===== config.mk =====
export PLATFORM = sky130hd
export DESIGN_NAME = mips_multi_cycle
export DESIGN_NICKNAME = d
export VERILOG_FILES = /design/src/rtl/mips_multi_cycle.sv
export SDC_FILE = /design/constraint.sdc
export NUM_CORES = 2
export LEC_CHECK = 0
export ABC_CLOCK_PERIOD_IN_PS = 4100
export CAP_MARGIN = 15
export CORE_MARGIN = 8
export CORE_UTILIZATION = 43
export CTS_BUF_LIST = sky130_fd_sc_hd__clkbuf_2
export DETAILED_ROUTE_END_ITERATION = 10
export MAX_ROUTING_LAYER = met4
export PLACE_DENSITY = 0.68
export SYNTH_ARGS = -nofsm -noshare
export SYNTH_HDL_FRONTEND = slang
export SYNTH_SLANG_ARGS = --single-unit

===== constraint.sdc =====
create_clock -name clk -period 4.1 [get_ports clk]
set_input_delay 0.41 -clock clk [delete_from_list [all_inputs] [get_ports clk]]
set_output_delay 0.41 -clock clk [all_outputs]
set_load 0.02 [all_outputs]

===== src/rtl/mips_multi_cycle.sv =====
// mips_multi_cycle: multi-cycle MIPS-subset core with one shared ALU and a
// unified instruction/data memory behind a req/ready handshake.
// Ports:
//   clk, reset_n              clock, asynchronous active-low reset
//   mem_req/we/addr/wdata     registered memory request (held until mem_ready)
//   mem_rdata, mem_ready      memory response; a transfer completes on req && ready
//   dbg_reg_addr/dbg_reg_data combinational register-file peek ($0 reads 0)
//   pc_out                    current PC
//   halted, illegal           core stopped; illegal marks a trap
//   retired                   completed-instruction counter (wraps)
module mips_multi_cycle #(
    parameter logic [31:0] RESET_PC  = 32'h0000_0000,
    parameter int unsigned CNT_WIDTH = 32
) (
    input  logic                 clk,
    input  logic                 reset_n,
    output logic                 mem_req,
    output logic                 mem_we,
    output logic [31:0]          mem_addr,
    output logic [31:0]          mem_wdata,
    input  logic [31:0]          mem_rdata,
    input  logic                 mem_ready,
    input  logic [4:0]           dbg_reg_addr,
    output logic [31:0]          dbg_reg_data,
    output logic [31:0]          pc_out,
    output logic                 halted,
    output logic                 illegal,
    output logic [CNT_WIDTH-1:0] retired
);

    localparam int unsigned DW = 32;
    localparam int unsigned NREGS = 32;

    localparam logic [5:0] OP_RTYPE = 6'h00;
    localparam logic [5:0] OP_J     = 6'h02;
    localparam logic [5:0] OP_BEQ   = 6'h04;
    localparam logic [5:0] OP_BNE   = 6'h05;
    localparam logic [5:0] OP_ADDI  = 6'h08;
    localparam logic [5:0] OP_LW    = 6'h23;
    localparam logic [5:0] OP_SW    = 6'h2B;
    localparam logic [5:0] OP_HALT  = 6'h3F;

    localparam logic [5:0] FN_ADD = 6'h20;
    localparam logic [5:0] FN_SUB = 6'h22;
    localparam logic [5:0] FN_AND = 6'h24;
    localparam logic [5:0] FN_OR  = 6'h25;
    localparam logic [5:0] FN_SLT = 6'h2A;

    typedef enum logic [2:0] {
        S_START,
        S_FETCH,
        S_DECODE,
        S_EXEC,
        S_MEM,
        S_WB,
        S_HALT
    } state_t;

    state_t          state;
    logic [DW-1:0]   pc;
    logic [DW-1:0]   ir;
    logic [DW-1:0]   a_reg;
    logic [DW-1:0]   b_reg;
    logic [DW-1:0]   alu_out;
    logic [DW-1:0]   mdr;
    logic [DW-1:0]   regs [NREGS];

    // Instruction fields
    logic [5:0]      op;
    logic [4:0]      rs, rt, rd;
    logic [5:0]      funct;
    logic [DW-1:0]   sext_imm;
    logic            unused_shamt;

    assign op           = ir[31:26];
    assign rs           = ir[25:21];
    assign rt           = ir[20:16];
    assign rd           = ir[15:11];
    assign funct        = ir[5:0];
    assign sext_imm     = {{16{ir[15]}}, ir[15:0]};
    assign unused_shamt = ^ir[10:6];

    // Opcode/funct legality (halt is recognised separately in DECODE)
    logic legal;
    always_comb begin
        legal = 1'b0;
        case (op)
            OP_RTYPE: legal = (funct == FN_ADD) || (funct == FN_SUB) ||
                              (funct == FN_AND) || (funct == FN_OR)  ||
                              (funct == FN_SLT);
            OP_ADDI, OP_LW, OP_SW, OP_BEQ, OP_BNE, OP_J: legal = 1'b1;
            default: legal = 1'b0;
        endcase
    end

    // Shared ALU: R-type ops, or A + sext(imm) for addi and address generation
    logic [DW-1:0] alu_res;
    always_comb begin
        alu_res = '0;
        case (op)
            OP_RTYPE: begin
                case (funct)
                    FN_ADD:  alu_res = a_reg + b_reg;
                    FN_SUB:  alu_res = a_reg - b_reg;
                    FN_AND:  alu_res = a_reg & b_reg;
                    FN_OR:   alu_res = a_reg | b_reg;
                    FN_SLT:  alu_res = DW'($signed(a_reg) < $signed(b_reg));
                    default: alu_res = '0;
                endcase
            end
            OP_ADDI, OP_LW, OP_SW: alu_res = a_reg + sext_imm;
            default: alu_res = '0;
        endcase
    end

    // Branch/jump targets; pc already holds the incremented PC during EXEC
    logic [DW-1:0] br_target;
    logic [DW-1:0] j_target;
    logic          br_taken;
    assign br_target = pc + {sext_imm[29:0], 2'b00};
    assign j_target  = {pc[31:28], ir[25:0], 2'b00};
    assign br_taken  = (op == OP_BEQ) ? (a_reg == b_reg) : (a_reg != b_reg);

    // Writeback selection
    logic [4:0]    wb_dest;
    logic [DW-1:0] wb_data;
    assign wb_dest = (op == OP_RTYPE) ? rd : rt;
    assign wb_data = (op == OP_LW) ? mdr : alu_out;

    assign dbg_reg_data = (dbg_reg_addr == 5'd0) ? '0 : regs[dbg_reg_addr];
    assign pc_out       = pc;

    // Core sequencer; memory-bus outputs are loaded on entry to FETCH/MEM
    always_ff @(posedge clk or negedge reset_n) begin
        if (!reset_n) begin
            state     <= S_START;
            pc        <= RESET_PC;
            ir        <= '0;
            a_reg     <= '0;
            b_reg     <= '0;
            alu_out   <= '0;
            mdr       <= '0;
            mem_req   <= 1'b0;
            mem_we    <= 1'b0;
            mem_addr  <= '0;
            mem_wdata <= '0;
            halted    <= 1'b0;
            illegal   <= 1'b0;
            retired   <= '0;
            for (int i = 0; i < int'(NREGS); i++) begin
                regs[i] <= '0;
            end
        end else begin
            case (state)
                S_START: begin
                    state    <= S_FETCH;
                    mem_req  <= 1'b1;
                    mem_we   <= 1'b0;
                    mem_addr <= {pc[31:2], 2'b00};
                end

                S_FETCH: begin
                    if (mem_ready) begin
                        ir      <= mem_rdata;
                        pc      <= pc + DW'(4);
                        mem_req <= 1'b0;
                        state   <= S_DECODE;
                    end
                end

                S_DECODE: begin
                    a_reg <= regs[rs];
                    b_reg <= regs[rt];
                    if (op == OP_HALT) begin
                        halted <= 1'b1;
                        state  <= S_HALT;
                    end else if (!legal) begin
                        halted  <= 1'b1;
                        illegal <= 1'b1;
                        state   <= S_HALT;
                    end else begin
                        state <= S_EXEC;
                    end
                end

                S_EXEC: begin
                    case (op)
                        OP_BEQ, OP_BNE: begin
                            if (br_taken) begin
                                pc       <= br_target;
                                mem_addr <= {br_target[31:2], 2'b00};
                            end else begin
                                mem_addr <= {pc[31:2], 2'b00};
                            end
                            mem_req <= 1'b1;
                            mem_we  <= 1'b0;
                            retired <= retired + CNT_WIDTH'(1);
                            state   <= S_FETCH;
                        end
                        OP_J: begin
                            pc       <= j_target;
                            mem_addr <= j_target;
                            mem_req  <= 1'b1;
                            mem_we   <= 1'b0;
                            retired  <= retired + CNT_WIDTH'(1);
                            state    <= S_FETCH;
                        end
                        OP_LW, OP_SW: begin
                            alu_out <= alu_res;
                            if (alu_res[1:0] != 2'b00) begin
                                halted  <= 1'b1;
                                illegal <= 1'b1;
                                state   <= S_HALT;
                            end else begin
                                mem_req  <= 1'b1;
                                mem_we   <= (op == OP_SW);
                                mem_addr <= alu_res;
                                if (op == OP_SW) begin
                                    mem_wdata <= b_reg;
                                end
                                state <= S_MEM;
                            end
                        end
                        default: begin
                            alu_out <= alu_res;
                            state   <= S_WB;
                        end
                    endcase
                end

                S_MEM: begin
                    if (mem_ready) begin
                        if (op == OP_LW) begin
                            mdr     <= mem_rdata;
                            mem_req <= 1'b0;
                            mem_we  <= 1'b0;
                            state   <= S_WB;
                        end else begin
                            // sw completes here; go straight into the next fetch
                            mem_we   <= 1'b0;
                            mem_addr <= {pc[31:2], 2'b00};
                            retired  <= retired + CNT_WIDTH'(1);
                            state    <= S_FETCH;
                        end
                    end
                end

                S_WB: begin
                    if (wb_dest != 5'd0) begin
                        regs[wb_dest] <= wb_data;
                    end
                    retired  <= retired + CNT_WIDTH'(1);
                    mem_req  <= 1'b1;
                    mem_we   <= 1'b0;
                    mem_addr <= {pc[31:2], 2'b00};
                    state    <= S_FETCH;
                end

                S_HALT: begin
                    mem_req <= 1'b0;
                    mem_we  <= 1'b0;
                    halted  <= 1'b1;
                end

                default: state <= S_START;
            endcase
        end
    end

endmodule


==> results.json <==
{
  "status": "finished, violations left",
  "violations": "setup timing",
  "grt_max_degree": 152,
  "worstHoldPathCells": 4,
  "cp_slowest_cell": "mux4_2",
  "detailedPlace.worstSlack_ns": 0.199,
  "netlist_instances": 7256,
  "place_hpwl_um": 187000,
  "io_buffers": 201,
  "die_h_um": 449,
  "largest_register_ffs": 1024,
  "cts-root-buf": "clkbuf_2",
  "htree_levels": 5,
  "syn2layout_area_growth_pct": 14.2,
  "path_class": "register to primary output",
  "ioPinCount": 204,
  "gp_congestion": 0.997,
  "synth_area_sq_mm": 0.0805,
  "cp_common_cell": "mux4_2",
  "period_needed_ns": 4.28,
  "hold_class": "primary input to register",
  "layout-drive-gt1-share": 0.279,
  "seq_area_frac_synth": 0.410,
  "layout_setup_ws_ns": -0.180,
  "yosys_warnings": 0,
  "cp_max_fo": 3,
  "final-setup-viol-count": 24,
  "rsz0062_at_grt": "yes",
  "netlist_top_cells_count": "dfrtp_1 (1317), mux4_2 (960), nand2_1 (885), nor2_1 (759), o21ai_0 (715)",
  "num-fill-cells": 16300,
  "ys_top_cells_by_area": "dfrtp_1 (41%), mux4_2 (27%), o21ai_0 (4.4%)",
  "synth_most_common_cell": "dfrtp_1",
  "synth_top_area_cell": "dfrtp_1",
  "wirelength_um": 288000,
  "rows": 158,
  "grt_pass1_vias": 66600,
  "dp.cells": 9575,
  "post_drt_wl_per_cell_um": 27.7,
  "slew_violations": 0,
  "ys_ff_latch": 1317,
  "finalPower_uw": 70400,
  "clkSinkCount": 1317,
  "max_cap_violations": 0,
  "async_flop_share": 1.00,
  "max_freq_ghz": 0.234,
  "synth_top_area_frac": 0.410,
  "worstSetupStartpointType": "register",
  "cts.path.max_buffers": 4,
  "cp_slowest_stage_delay_ns": 0.50,
  "antenna_found_initial": 7,
  "first_iter_violations": 8529,
  "placeableCoreArea_sq_mm": 0.186,
  "top_layer_used": "met4",
  "wl_met2_um": 131000,
  "postRouteAntennaNets": 0,
  "drt_pass1_iterations": 6,
  "grt_usage": 0.287,
  "cp.arrival_ns": 3.87,
  "cts_buffers": 352,
  "cts_tree": "yes",
  "dieArea_sq_mm": 0.201,
  "grt_pass1_wl_um": 431000,
  "leakage_uw": 0.0390,
  "slew_headroom": 0.144,
  "cp_data_required_time_ns": 3.69,
  "avgViaCountPerCell": 6.44,
  "final_cells": 10400,
  "met3WireLength_um": 36000,
  "clk-insertion-delay-late_ns": 1.89,
  "die_x_um": 449,
  "power.density_mw_per_mm2": 766,
  "crit_chain": "mux4_2 -> mux4_2 -> mux2i_1 -> buf_4 -> nor2_4 -> buf_6",
  "avgSynthCellArea_sq_um": 11.1,
  "vias": 67000,
  "finalHoldViolCount": 0,
  "ff2ff_path_depth": 13,
  "peakVddDrop_mv": 0.481,
  "ys_types": 89,
  "synth_ff_type": "dfrtp_1",
  "fin_worst_skew_ns": 0.199,
  "worstMarginPinSlew_ns": 1.28,
  "drcViolationCount": 0,
  "start_util": 0.433,
  "clk_pin_slew_ns": 0.11,
  "m1WireLength_um": 106000,
  "end_kind": "primary output",
  "largest-register": "regs",
  "min_period_over_period": 1.04,
  "synth_enable_flop_cells": 0,
  "overflow": 0,
  "nets": 7862
}
## layer usage
metal / up-vias / track usage
met5: - / -
met4: 0 / 0.138
met3: 1018 / 0.0906
met2: 4569 / 0.426
met1: 33400 / 0.359
li1: 28000 / -
## final timing paths
kind,startpoint,slack (ns),to
max,regs[235],-0.18,dbg_reg_data[11]
min,mem_ready,0.28,mdr[31]
max reg2reg,b_reg[16],0.17,alu_out[31]
min reg2reg,regs[1015],0.43,regs[1015]
max in group asynchronous,reset_n,2.13,a_reg[24]
min in group asynchronous,reset_n,0.41,b_reg[2]
## repair_timing
action | CTS | global route
gates resized for setup | 190 | 32
hold endpoints to repair | 1430 | 0
buffers inserted | 107 | 33
hold buffers | 71 | 0
endpoints found under the setup margin | 32 | 33
pin swaps | 0 | 2
## layout by cell type (no fill, tap or decap), types with 30 or more instances in the layout
| master | netlist | routed |
|---|---|---|
| clkdlybuf4s50_1 | 0 | 163 |
| dfrtp_1 | 1317 | 1305 |
| clkbuf_2 | 0 | 507 |
| ha_1 | 158 | 157 |
| xnor2_1 | 91 | 91 |
| a31oi_1 | 67 | 67 |
| a21oi_1 | 712 | 710 |
| nand2_1 | 885 | 871 |
| a21o_1 | 30 | 30 |
| nand3_1 | 55 | 54 |
| mux2i_1 | 118 | 67 |
| clkinv_1 | 1 | 72 |
| dlygate4sd3_1 | 0 | 70 |
| buf_12 | 0 | 85 |
| mux2i_2 | 0 | 36 |
| a211oi_1 | 31 | 31 |
| buf_4 | 6 | 382 |
| mux2_2 | 58 | 58 |
| inv_1 | 120 | 120 |
| o21ai_0 | 715 | 715 |
| nor2_1 | 759 | 735 |
| nor3_1 | 44 | 44 |
| mux4_2 | 960 | 960 |
## worst max-delay path, delay by kind of cell (launching register included)
family                 cells  cell delay (ns)
buffers and inverters      2             0.34
DFF                        1             0.42
muxes                      3             1.16
and+or+nand+nor            1             0.04
## cell families (layout without fill, tap and decap cells)
kind of cell / count (synthesis) / count (layout) / synth area share
muxes: 1136 / 1136 / 0.292
xor gates and xnor gates: 115 / 115 / 0.0126
other: 1 / 19 / 0.0000466
and+or+nand+nor: 1921 / 1921 / 0.0977
AOI/OAI and AO/OA: 1799 / 1799 / 0.124
buffers and inverters: 805 / 1459 / 0.0386
adders and majority gates: 162 / 162 / 0.0256
DFF: 1317 / 1317 / 0.410
## power breakdown
| part | switching (uW) | total, uW | internal (uW) |
|---|---|---|---|
| clock network | 5790 | 9220 | 3420 |
| logic | 21800 | 39300 | 17500 |
| registers | 4900 | 21800 | 17000 |
| total | 32500 | 70400 | 37900 |
## area by class of cell
type | count | area [sq um] | area share
Inverter | 121 | 454 | 0.00494
Antenna cell | 17 | 42.5 | 0.000463
Tap cell | 2480 | 3100 | 0.0338
Clock inverter | 98 | 443 | 0.00482
Sequential cell | 1317 | 33000 | 0.359
Multi-Input combinational cell | 5135 | 45100 | 0.490
Clock buffer | 507 | 2540 | 0.0276
Timing Repair Buffer | 733 | 7260 | 0.0790
## per-stage QoR
step	util	setup TNS, ns	hold slack (ns)	cell area (sq um)
2_1_floorplan	-	0	0.114	80500
3_3_place_gp	0.468	0	0.392	86800
3_5_place_dp	0.468	0	0.402	86800
4_1_cts	0.493	-8.33	0.0280	91500
5_1_grt	0.495	-8.09	0.106	91900
6_report	0.495	-2.01	0.285	91900
Power figures use the tool's default switching activity.
